<file path="config.mk">
export PLATFORM = sky130hd
export DESIGN_NAME = mem_ctrl
export DESIGN_NICKNAME = d
export VERILOG_FILES = /design/src/rtl/mem_ctrl.sv
export SDC_FILE = /design/constraint.sdc
export NUM_CORES = 1
export LEC_CHECK = 0
export CAP_MARGIN = 0
export CORE_ASPECT_RATIO = 1.4
export CORE_MARGIN = 8
export CORE_UTILIZATION = 50
export CTS_CLUSTER_DIAMETER = 40
export CTS_CLUSTER_SIZE = 14
export DETAILED_ROUTE_END_ITERATION = 16
export PLACE_DENSITY = 0.8
export SLEW_MARGIN = 10
export SYNTH_ARGS = -nofsm -noshare
export SYNTH_HDL_FRONTEND = slang
export SYNTH_SLANG_ARGS = --single-unit
</file>
<file path="constraint.sdc">
create_clock -name clk -period 2.65 [get_ports clk]
set_input_delay 0.53 -clock clk [delete_from_list [all_inputs] [get_ports clk]]
set_output_delay 0.53 -clock clk [all_outputs]
set_load 0.005 [all_outputs]
</file>
<file path="src/rtl/mem_ctrl.sv">
// Byte-wide RAM port arbiter/sequencer for instruction fetch (IF) and store/load buffer (SLB).
// Latency: read of N bytes -> done N+1 edges after grant; write of N bytes -> done N edges after grant.
// Backpressure: requesters hold *_en until their done pulse; rdy low freezes everything; IO stores wait on iIO_full.
//
// Ports:
//   clk, rst (sync, active high), rdy (global enable), clr (flush; aborts reads only)
//   iIF_*  : read-only fetch request (always 4 bytes) -> oIF_done / oIF_dt
//   iSLB_* : load/store request with tag and length  -> oSLB_done / oSLB_nick / oSLB_dt
//   iIO_full : UART buffer full, blocks stores to addr[17:16]==2'b11
//   iRAM_din / oRAM_dout / oRAM_a / oRAM_wr : byte-wide RAM port (read data two edges after address)
module mem_ctrl #(
  parameter int ADDR_W = 32,
  parameter int DATA_W = 32,
  parameter int NICK_W = 5,
  parameter int LEN_W  = 3
) (
  input  logic              clk,
  input  logic              rst,
  input  logic              rdy,
  input  logic              clr,
  input  logic              iIF_en,
  input  logic [ADDR_W-1:0] iIF_addr,
  output logic              oIF_done,
  output logic [DATA_W-1:0] oIF_dt,
  input  logic              iSLB_en,
  input  logic              iSLB_ls,
  input  logic [NICK_W-1:0] iSLB_nick,
  input  logic [LEN_W-1:0]  iSLB_len,
  input  logic [ADDR_W-1:0] iSLB_addr,
  input  logic [DATA_W-1:0] iSLB_dt,
  output logic              oSLB_done,
  output logic [NICK_W-1:0] oSLB_nick,
  output logic [DATA_W-1:0] oSLB_dt,
  input  logic              iIO_full,
  input  logic [7:0]        iRAM_din,
  output logic [7:0]        oRAM_dout,
  output logic [ADDR_W-1:0] oRAM_a,
  output logic              oRAM_wr
);

  typedef enum logic [1:0] {IDLE, RD, WR} state_t;

  state_t            state, state_n;
  logic [2:0]        cyc, cyc_n;          // edges elapsed since grant
  logic              own_if, own_if_n;    // read in flight belongs to IF
  logic [2:0]        n_bytes, n_bytes_n;
  logic [ADDR_W-1:0] req_addr, req_addr_n;
  logic [DATA_W-1:0] req_dt, req_dt_n;
  logic [NICK_W-1:0] req_nick, req_nick_n;
  logic [DATA_W-1:0] rbuf, rbuf_n;
  logic              last_if, last_if_n;  // last grant went to IF
  logic              guard_if, guard_if_n, guard_slb, guard_slb_n;

  logic              if_done_n, slb_done_n, ram_wr_n;
  logic [DATA_W-1:0] if_dt_n, slb_dt_n;
  logic [NICK_W-1:0] slb_nick_n;
  logic [7:0]        ram_dout_n;
  logic [ADDR_W-1:0] ram_a_n;

  logic              io_block, if_req, slb_req, grant_if, grant_slb;
  logic [2:0]        slb_len, rd_idx;
  logic [DATA_W-1:0] rd_shift;
  logic [7:0]        wr_byte;

  // A store into the IO window stays pending while the UART cannot take it.
  assign io_block  = iSLB_ls && (iSLB_addr[17:16] == 2'b11) && iIO_full;
  // The requester just served still has its enable high for one sample.
  assign if_req    = iIF_en && !guard_if;
  assign slb_req   = iSLB_en && !guard_slb && !io_block;
  assign grant_if  = if_req && (!slb_req || !last_if);
  assign grant_slb = slb_req && !grant_if;

  assign slb_len  = (iSLB_len == LEN_W'(1)) ? 3'd1 :
                    (iSLB_len == LEN_W'(2)) ? 3'd2 : 3'd4;
  // Byte arriving now was addressed two edges earlier.
  assign rd_idx   = cyc - 3'd2;
  assign rd_shift = DATA_W'(iRAM_din) << {rd_idx, 3'b000};
  assign wr_byte  = 8'(req_dt >> {cyc, 3'b000});

  always_ff @(posedge clk) begin
    if (rst) begin
      state     <= IDLE;
      cyc       <= '0;
      own_if    <= 1'b0;
      n_bytes   <= '0;
      req_addr  <= '0;
      req_dt    <= '0;
      req_nick  <= '0;
      rbuf      <= '0;
      last_if   <= 1'b1;
      guard_if  <= 1'b0;
      guard_slb <= 1'b0;
      oIF_done  <= 1'b0;
      oIF_dt    <= '0;
      oSLB_done <= 1'b0;
      oSLB_nick <= '0;
      oSLB_dt   <= '0;
      oRAM_dout <= '0;
      oRAM_a    <= '0;
      oRAM_wr   <= 1'b0;
    end else if (rdy) begin
      state     <= state_n;
      cyc       <= cyc_n;
      own_if    <= own_if_n;
      n_bytes   <= n_bytes_n;
      req_addr  <= req_addr_n;
      req_dt    <= req_dt_n;
      req_nick  <= req_nick_n;
      rbuf      <= rbuf_n;
      last_if   <= last_if_n;
      guard_if  <= guard_if_n;
      guard_slb <= guard_slb_n;
      oIF_done  <= if_done_n;
      oIF_dt    <= if_dt_n;
      oSLB_done <= slb_done_n;
      oSLB_nick <= slb_nick_n;
      oSLB_dt   <= slb_dt_n;
      oRAM_dout <= ram_dout_n;
      oRAM_a    <= ram_a_n;
      oRAM_wr   <= ram_wr_n;
    end
  end

  always_comb begin
    state_n     = state;
    cyc_n       = cyc;
    own_if_n    = own_if;
    n_bytes_n   = n_bytes;
    req_addr_n  = req_addr;
    req_dt_n    = req_dt;
    req_nick_n  = req_nick;
    rbuf_n      = rbuf;
    last_if_n   = last_if;
    guard_if_n  = guard_if;
    guard_slb_n = guard_slb;
    if_done_n   = 1'b0;
    if_dt_n     = oIF_dt;
    slb_done_n  = 1'b0;
    slb_nick_n  = oSLB_nick;
    slb_dt_n    = oSLB_dt;
    ram_dout_n  = oRAM_dout;
    ram_a_n     = oRAM_a;
    ram_wr_n    = oRAM_wr;

    case (state)
      IDLE: begin
        guard_if_n  = 1'b0;
        guard_slb_n = 1'b0;
        if (grant_if || grant_slb) begin
          last_if_n  = grant_if;
          own_if_n   = grant_if;
          cyc_n      = 3'd1;
          rbuf_n     = '0;
          req_addr_n = grant_if ? iIF_addr : iSLB_addr;
          n_bytes_n  = grant_if ? 3'd4 : slb_len;
          req_dt_n   = iSLB_dt;
          req_nick_n = iSLB_nick;
          ram_a_n    = req_addr_n;
          if (grant_slb && iSLB_ls) begin
            state_n    = WR;
            ram_wr_n   = 1'b1;
            ram_dout_n = iSLB_dt[7:0];
          end else begin
            state_n = RD;
          end
        end
      end

      RD: begin
        if (clr) begin
          state_n = IDLE;
          ram_a_n = '0;
          cyc_n   = '0;
        end else begin
          if (cyc < n_bytes) ram_a_n = req_addr + ADDR_W'(cyc);
          if (cyc >= 3'd2)   rbuf_n  = rbuf | rd_shift;
          if (cyc == n_bytes + 3'd1) begin
            state_n = IDLE;
            cyc_n   = '0;
            ram_a_n = '0;
            if (own_if) begin
              if_done_n  = 1'b1;
              if_dt_n    = rbuf_n;
              guard_if_n = 1'b1;
            end else begin
              slb_done_n  = 1'b1;
              slb_nick_n  = req_nick;
              slb_dt_n    = rbuf_n;
              guard_slb_n = 1'b1;
            end
          end else begin
            cyc_n = cyc + 3'd1;
          end
        end
      end

      // Stores are committed once granted, so clr is not looked at here.
      WR: begin
        if (cyc == n_bytes) begin
          state_n     = IDLE;
          cyc_n       = '0;
          ram_wr_n    = 1'b0;
          ram_a_n     = '0;
          slb_done_n  = 1'b1;
          slb_nick_n  = req_nick;
          slb_dt_n    = '0;
          guard_slb_n = 1'b1;
        end else begin
          ram_a_n    = req_addr + ADDR_W'(cyc);
          ram_dout_n = wr_byte;
          cyc_n      = cyc + 3'd1;
        end
      end

      default: state_n = IDLE;
    endcase
  end

endmodule

</file>
==> summary.md <==
| Metric | Value |
|---|---|
| Post-layout util | 0.682 |
| Worst-skew pair later-pin latency | 500 ps |
| Setup violations, final | 0 |
| CP Capture Type | register |
| Fin crit period | 2460 ps |
| DR vias | 9326 |
| CTS HTree Levels | 1 |
| CTS sink cnt | 225 |
| FMAX | 0.407 GHz |
| Register area | 4510 um2 |
| Post-CTS Setup Bufs | 0 |
| Final GP Congestion | 0.854 |
| Initial DRC Count | 693 |
| Initial antenna violation count | 0 |
| Root Buffer | clkbuf_16 |
| Cell taking the most area after synthesis | dfxtp_1 |
| Hold Crit Class | in -> reg |
| Worst clock skew | 10.4 ps |
| Number of synthesized flops with an enable pin | 0 |
| GRT Total Usage | 0.226 |
| Final Cycle Share | 0.927 |
| Clk slew on worst S/H paths | 60 ps |
| Aggregate global routing overflow | 0 |
| Via/cell ratio | 5.66 |
| Share of cells above drive strength 1 | 0.0766 |
| Die area | 24600 um2 |
| HPWL after DPL | 21000 um |
| Routed WL | 29200 um |
| Slew @ Worst Pin | 760 ps |
| Clock Path Buffers | 3 |
| Yosys warnings | 0 |
| Hold_ws | 409 ps |
| Die height | 183 um |
| Die width | 135 um |
| Vias in the first global route | 9052 |
| Startpoint Class | register |
| Unique masters post-synth | 63 |
| Power Dens Cells | 634 nW/um2 |
| Critical path's most frequent cell | a211oi_1 |
| Area Growth Syn to Fin | 35.5% |
| Crit path largest cell delay | 670 ps |
| Worst EP arrival | 2850 ps |
| Max Slew Vio Count | 0 |
| Synth cell count leaders | dfxtp_1, a21oi_1, nor2_1 |
| Fin area | 13400 um2 |
| Ranking of synthesized cells by area | dfxtp_1, a21oi_1, a211oi_1 |
| CP top delay family | compound AO/OA/AOI/OAI gates |
| Layout fillers | 1564 |
| Ant diodes | 0 |
| RSZ-0062 raised after global routing | no |
| Maximum fanout along the worst path | 6 |
| Drt wl/cell | 17.7 um |
| Placement Cell Area | 12600 um2 |
| Critical path class | reg -> reg |
| Area of the multi-input gates | 4960 um2 |
| CP cell instances | ha_1 -> nand3_1 -> a211oi_1 -> and3_1 -> xor2_1 -> a211oi_1 -> nor3_1 |
| Status | finished, final reports clean |
| Hold Violations, Final | 0 |
| Site Rows | 61 |
| Tot Pwr | 8.51 mW |
| Peak VDD IR | 0.000672 V |
| Cells after Synth | 1173 |
| # DRC | 0 |
| Top_reg_cell synth | dfxtp_1 |
| I/O pins | 232 |
| Pre-Repair DR Iteration Count | 5 |
| Sequential fraction of the synthesis area | 0.455 |
| Post-DRT Antenna Nets | 0 |
| Area share of the largest cell type after synthesis | 0.455 |
| Core area | 19700 um2 |
| Syn Std Cell Area | 9910 um2 |
| TNS Setup | 0 ps |
| Max-Cap Viols | 0 |
| Syn nets | 1308 |
| Starting Density | 0.503 |
| Largest net degree at the start of global routing | 80 |
| Fin nets | 1514 |
| Ys async rst share | 0 |
| Most frequent cell after synthesis | dfxtp_1 |
| Leakage | 4.89 nW |
| FF+latch count, synth | 225 |
| Mean post-synth cell area | 8.45 um2 |
| Relative slew slack | 0.491 |
| PortBufs | 231 |
| Slowest CP cell | a211oi_1 |
| Critical path buffers and inverters | 0 |
| CTS tree | yes |
| First-pass GRT wire length | 46200 um |
| Req. time, crit path | 3040 ps |
| TritonCTS buffer count | 24 |
==> worst paths after layout <==
kind                                    end  slack (ps)  cells past startpoint         from
worst min-delay path               state[0]         410                      2          rst
worst min register to register  oSLB_dt[17]         450                      2  oSLB_dt[17]
worst max register to register   oRAM_a[11]         190                      7       cyc[2]
worst max-delay path             oRAM_a[11]         190                      7       cyc[2]
==> cells in the final DEF (no fill, tap or decap), drive strengths merged, types with 4 or more instances in the layout <==
master         instances
xor2                  14
and3                  11
buf                   39
o21ai                 12
mux4                   8
nand4                 10
nor4                   5
nor2b                  6
nor3                  66
nand3                 15
inv                   17
a21oi                160
clkinv                 8
nand2b                 4
or3                   34
a211oi                95
clkbuf                30
clkdlybuf4s50        230
mux2i                 39
o22ai                  9
xnor2                 15
nand2                136
and4                   4
dfxtp                225
nor2                 150
ha                    14
==> sequential cells by signal (all words and copies together) (netlist names), 3 cells and up <==
name and flops:
n_bytes 3, req_dt 32, oRAM_a 32, req_nick 5, rbuf 32, oSLB_nick 5
oRAM_dout 8, cyc 3, oSLB_dt 32, oIF_dt 32, req_addr 32
==> cell families after synthesis <==
kind of cell | synth area share
muxes | 0.0576
and+or+nand+nor | 0.209
AOI/OAI and AO/OA | 0.185
xor gates and xnor gates | 0.0279
buffers and inverters | 0.0464
DFF | 0.455
adders and majority gates | 0.0197
==> where the power goes <==
| part | internal (mW) | switching (mW) |
|---|---|---|
| registers | 3.56 | 0.149 |
| logic | 0.652 | 0.688 |
| clock network | 2.08 | 1.37 |
==> per-stage QoR <==
step	worst slack, ps	std cells
2_1_floorplan	431	1173
3_3_place_gp	166	1605
3_5_place_dp	84.8	1605
4_1_cts	142	1648
5_1_grt	22.8	1648
6_report	193	1648
==> metal layers <==
metal,part of all wire,track usage,routed length [um]
met2,0.51,0.405,14900
met3,0.075,0.0539,2200
met1,0.38,0.252,11200
met5,0,0,0
met4,0.031,0.0829,901
==> cell type report <==
class | count | share of cell area
Sequential cell | 225 | 0.336
Inverter | 17 | 0.00475
Timing Repair Buffer | 269 | 0.205
Clock inverter | 13 | 0.0119
Multi-Input combinational cell | 842 | 0.370
Clock buffer | 30 | 0.0495
Tap cell | 252 | 0.0235
==> repair_timing <==
item,CTS,global route
hold buffers,0,0
hold endpoints to repair,0,0
resized for setup,0,1
setup endpoints to repair,0,31
(Power assumes the default switching activity.)
